## src/rtl/gdiv16.sv

```systemverilog
// gdiv16 - Galois-field divider over GF(2^DWIDTH).
//
// Computes q = a / b = a * b^-1, where the field polynomial is x^DWIDTH + m.
// The inverse b^-1 is obtained as b^(2^DWIDTH-2) (Fermat) using iterative
// square-and-multiply, one step per clock. Only one operation is in flight;
// the caller starts it with req and collects the result on the rdy pulse.
//
// Ports:
//   clk       in   1       clock, all state updates on the rising edge
//   rst_n     in   1       asynchronous active-low reset
//   req       in   1       start pulse, only sampled while busy is low
//   a         in   DWIDTH  dividend, captured when req is accepted
//   b         in   DWIDTH  divisor, captured when req is accepted
//   m         in   DWIDTH  reduction polynomial low terms, captured on accept
//   q         out  DWIDTH  quotient, valid with rdy and held until next accept
//   rdy       out  1       one-cycle completion pulse
//   busy      out  1       high while an operation is being computed
//   div_zero  out  1       set with rdy when the captured divisor was zero
module gdiv16 #(
  parameter int DWIDTH = 16
) (
  input  logic              clk,
  input  logic              rst_n,
  input  logic              req,
  input  logic [DWIDTH-1:0] a,
  input  logic [DWIDTH-1:0] b,
  input  logic [DWIDTH-1:0] m,
  output logic [DWIDTH-1:0] q,
  output logic              rdy,
  output logic              busy,
  output logic              div_zero
);

  localparam int CNT_W = $clog2(DWIDTH) + 1;
  localparam logic [CNT_W-1:0] CNT_LAST = CNT_W'(DWIDTH - 1);

  typedef enum logic [1:0] {
    IDLE,
    RUN,
    FIN
  } state_t;

  state_t            state_q;
  logic [DWIDTH-1:0] a_q;
  logic [DWIDTH-1:0] b_q;
  logic [DWIDTH-1:0] m_q;
  logic [DWIDTH-1:0] sq_q;
  logic [DWIDTH-1:0] acc_q;
  logic [CNT_W-1:0]  cnt_q;
  logic [DWIDTH-1:0] quot_q;
  logic              rdy_q;
  logic              busy_q;
  logic              div_zero_q;

  logic [DWIDTH-1:0] sq_d;
  logic [DWIDTH-1:0] acc_d;
  logic [DWIDTH-1:0] quot_d;

  // Shift-and-add multiply, MSB of y first. Whenever the running product
  // would overflow past bit DWIDTH-1, the implicit x^DWIDTH is folded back
  // in by xoring the low-term polynomial.
  function automatic logic [DWIDTH-1:0] gfmul(
    input logic [DWIDTH-1:0] x,
    input logic [DWIDTH-1:0] y,
    input logic [DWIDTH-1:0] mp
  );
    logic [DWIDTH-1:0] r;
    r = '0;
    for (int i = DWIDTH - 1; i >= 0; i--) begin
      r = {r[DWIDTH-2:0], 1'b0} ^ (r[DWIDTH-1] ? mp : '0);
      if (y[i]) begin
        r = r ^ x;
      end
    end
    return r;
  endfunction

  // sq walks through b^2, b^4, ... b^(2^(DWIDTH-1)); acc gathers their product,
  // which after DWIDTH-1 steps is b^(2^DWIDTH - 2) = b^-1.
  always_comb begin
    sq_d   = gfmul(sq_q, sq_q, m_q);
    acc_d  = gfmul(acc_q, sq_d, m_q);
    quot_d = gfmul(acc_q, a_q, m_q);
  end

  // Control and datapath state. rdy defaults low so it only pulses for the
  // single cycle following FIN; a request arriving in that cycle is accepted.
  always_ff @(posedge clk or negedge rst_n) begin
    if (!rst_n) begin
      state_q    <= IDLE;
      a_q        <= '0;
      b_q        <= '0;
      m_q        <= '0;
      sq_q       <= '0;
      acc_q      <= '0;
      cnt_q      <= '0;
      quot_q     <= '0;
      rdy_q      <= 1'b0;
      busy_q     <= 1'b0;
      div_zero_q <= 1'b0;
    end else begin
      rdy_q <= 1'b0;
      case (state_q)
        IDLE: begin
          if (req) begin
            a_q     <= a;
            b_q     <= b;
            m_q     <= m;
            sq_q    <= b;
            acc_q   <= DWIDTH'(1);
            cnt_q   <= CNT_W'(1);
            busy_q  <= 1'b1;
            state_q <= RUN;
          end
        end
        RUN: begin
          sq_q  <= sq_d;
          acc_q <= acc_d;
          cnt_q <= cnt_q + CNT_W'(1);
          if (cnt_q == CNT_LAST) begin
            state_q <= FIN;
          end
        end
        FIN: begin
          // A zero divisor has no inverse; report it and force q to zero.
          quot_q     <= (b_q == '0) ? '0 : quot_d;
          div_zero_q <= (b_q == '0);
          rdy_q      <= 1'b1;
          busy_q     <= 1'b0;
          state_q    <= IDLE;
        end
        default: begin
          state_q <= IDLE;
        end
      endcase
    end
  end

  assign q        = quot_q;
  assign rdy      = rdy_q;
  assign busy     = busy_q;
  assign div_zero = div_zero_q;

endmodule

```

## config.mk

```make
export PLATFORM = sky130hd
export DESIGN_NAME = gdiv16
export DESIGN_NICKNAME = d
export VERILOG_FILES = /design/src/rtl/gdiv16.sv
export SDC_FILE = /design/constraint.sdc
export NUM_CORES = 1
export LEC_CHECK = 0
export BUFFER_PORTS_ARGS = -buffer_cell sky130_fd_sc_hd__buf_2
export CAP_MARGIN = 20
export CORE_AREA = 2 2 234 236
export CTS_CLUSTER_DIAMETER = 80
export DETAILED_ROUTE_END_ITERATION = 8
export DIE_AREA = 0 0 236 238
export SETUP_SLACK_MARGIN = 0.2
export SLEW_MARGIN = 20
export SYNTH_ARGS = -nofsm -noshare
export SYNTH_HDL_FRONTEND = slang
export SYNTH_SLANG_ARGS = --single-unit
```

## constraint.sdc

```tcl
create_clock -name clk -period 15.65 [get_ports clk]
set_input_delay 3.9125 -clock clk [delete_from_list [all_inputs] [get_ports clk]]
set_output_delay 3.9125 -clock clk [all_outputs]
set_load 0.03 [all_outputs]
```

==> impl_metrics.tcl <==
set metrics [dict create \
    status "complete, no violations" \
    crit_end "acc_q[6]" \
    portBuffers 69 \
    yosys_warnings 0 \
    synthTopCellsByCount "1,117 x nand2_1, 848 x xnor2_1, 209 x clkbuf_1" \
    critPathKind "flip-flop to flip-flop" \
    drive_above_1_share_pct 10.6 \
    initial_core_util_pct 46.7 \
    via_per_inst 5.84 \
    netlist.area_leader.share_pct 29.8 \
    finalClockSkew_ns 0.0416 \
    cts_setup_buffers 0 \
    rrSetupSlack_ns 1.11 \
    design.die.area_sq_um 56200 \
    drt_pass1_iterations 7 \
    cp.arrival_ns 14.88 \
    fin_util_pct 48.7 \
    ff2ff_path_depth 41 \
    wirelength_mm 88.4 \
    cts_buffer_depth 2 \
    max_slew_margin_pct 32.6 \
    cts_tree "yes" \
    cts_hold_buf 0 \
    path_clk_slew_ns 0.12 \
    cts_buffers 9 \
    num_rows 85 \
    r2r_end "acc_q[6]" \
    slowest_delay_ns 0.89 \
    drc_errors 0 \
    hpwl_mm 59.8 \
    antenna_found_initial 0 \
    cpMostUsedCell "or4_1" \
    cap_violations 0 \
    tightest_slew_ns 1.01 \
    clock_tree.root_cell "clkbuf_16" \
    ys_ff_latch 106 \
    synth_area_per_cell_sq_um 6.89 \
    via_count 24400 \
    ys_seq_area_share_pct 10.6 \
    drtIter0Drc 2719 \
    grt-ovfl-total 0 \
    grt_pass1_vias 22100 \
    synth_edf_count 0 \
    startpoint_type "flip-flop" \
    setup_tns_ns 0 \
    synth.most_common_cell "nand2_1" \
    synthArstFlopShare_pct 100 \
    fin_nets 3536 \
    synth_cell_types 122 \
    wl_per_cell_um 21.1 \
    required_ns 15.98 \
    synth_area_leaders "xnor2_1 30%, nand2_1 17%, dfrtp_1 11%, xor2_1 4.6%, clkbuf_1 3.1%" \
    grt_pass1_wl_mm 138 \
    hold_class "flip-flop to flip-flop" \
    hold_start "busy" \
    diodes 0 \
    clk-insertion-delay-late_ns 0.43 \
    cp_max_fo 36 \
    finalSetupViolCount 0 \
    synth_ff_type "dfrtp_1" \
    io_pins 70 \
    grt_max_degree 64 \
    die_w_um 236 \
    syn_nets 3673 \
    cp-end-kind "flip-flop" \
    post_cts_resized 0 \
    ant_nets 0 \
    r2r-start "m_q[14]" \
    area_delta_synth_final_pct 4.44 \
    wl_met3_mm 8.60 \
    synth_top_area_cell "xnor2_1" \
    syn_inst 3620 \
    die_h_um 238 \
    routedLengthMet1_mm 40.3 \
    fin_crit_ns 14.54 \
    track_usage_pct 31.1 \
    rsz0062_at_grt "false" \
    core_area_sq_um 53500 \
    top_layer_used "met4" \
    fmax_mhz 68.8 \
    wl_met2_mm 37.6 \
    maxSlewViolCount 0 \
    cp-startpoint "m_q[14]" \
    synth_area_sq_um 25000 \
    cts_max_level 3 \
    hold_viol 0 \
    gp_congestion 0.966 \
    post-route-period-util_pct 92.9 \
    cp_slowest_cell "dfrtp_2" \
    clock_sinks 106 \
]
==> sequential cells by signal, summed over array words and instances, names as in the netlist <==
| name | count |
|---|---|
| a_q | 16 |
| acc_q | 16 |
| b_q | 16 |
| m_q | 16 |
| q | 16 |
| sq_q | 16 |
| cnt_q | 5 |
| state_q | 2 |
| busy | 1 |
| div_zero | 1 |
| rdy | 1 |
==> worst min path at each step <==
stage                           to  cells after the start
after floorplan           cnt_q[4]                      2
after global placement    cnt_q[4]                      2
after detailed placement      busy                      1
after CTS                     busy                      1
after global routing          busy                      1
final                         busy                      1
==> placed cells by master (no fill, tap or decap), drive strengths merged, types with 7 or more instances in the layout <==
master	Yosys	routed
a22oi	14	14
a221oi	7	7
dfrtp	106	106
mux2	52	52
a31oi	15	15
a221o	8	8
o21ai	172	172
nand4	18	18
xnor3	23	23
nand3	37	37
a32oi	35	35
and2	19	19
a21boi	15	15
nor2	97	97
inv	30	34
o211ai	16	16
nor2b	8	8
a211oi	36	36
o221ai	8	8
or3	9	9
xor2	134	134
o22ai	24	24
nor3	28	28
a21oi	102	102
a222oi	11	11
xnor2	864	864
buf	124	185
or2	14	14
nor3b	10	10
a211o	7	7
nand2b	25	25
and3	19	19
mux2i	32	32
clkbuf	209	9
a22o	25	25
a21o	14	14
nand2	1118	1118
o31ai	8	8
nor4	17	17
==> logic make-up after synthesis <==
logic type / after synthesis / share of synthesized area [%]
AOI/OAI and AO/OA: 591 / 16.7
buffers and inverters: 365 / 6.07
muxes: 84 / 3.73
adders and majority gates: 2 / 0.100
xor gates and xnor gates: 1024 / 38.2
and+or+nand+nor: 1448 / 24.5
DFF: 106 / 10.6
==> critical path, delay by kind of cell (launching register included) <==
family	cells	cell delay (ns)
muxes	2	0.53
xor gates and xnor gates	6	1.56
AOI/OAI and AO/OA	15	4.28
buffers and inverters	2	0.50
DFF	1	0.89
and+or+nand+nor	16	6.68
==> through the flow <==
step	worst slack [ns]	instances	area, sq um	hold slack, ns
5_1_grt	0.322	4184	26100	0.510
6_report	1.11	4184	26100	0.478
3_3_place_gp	1.69	4168	25700	0.466
4_1_cts	1.46	4184	26000	0.487
2_1_floorplan	4.26	3620	25000	0.450
3_5_place_dp	1.48	4168	25700	0.466
==> cell type report <==
| type | count | area [sq um] |
|---|---|---|
| Fill cell | 5463 | 27400 |
| Clock buffer | 9 | 225 |
| Inverter | 32 | 125 |
| Multi-Input combinational cell | 3149 | 20900 |
| Clock inverter | 7 | 88.8 |
| Timing Repair Buffer | 185 | 1220 |
| Sequential cell | 106 | 2680 |
| Tap cell | 696 | 871 |
==> per-layer routing <==
layer  vias to the layer above  track usage [%]
met5                         -                0
met4                         0             8.03
met3                       125             4.97
met2                      1160             46.1
met1                     11600             46.2
li1                      11600                -
Power is not shown: default switching activity piles up to over one toggle a cycle in this logic, so the estimate is an artifact.
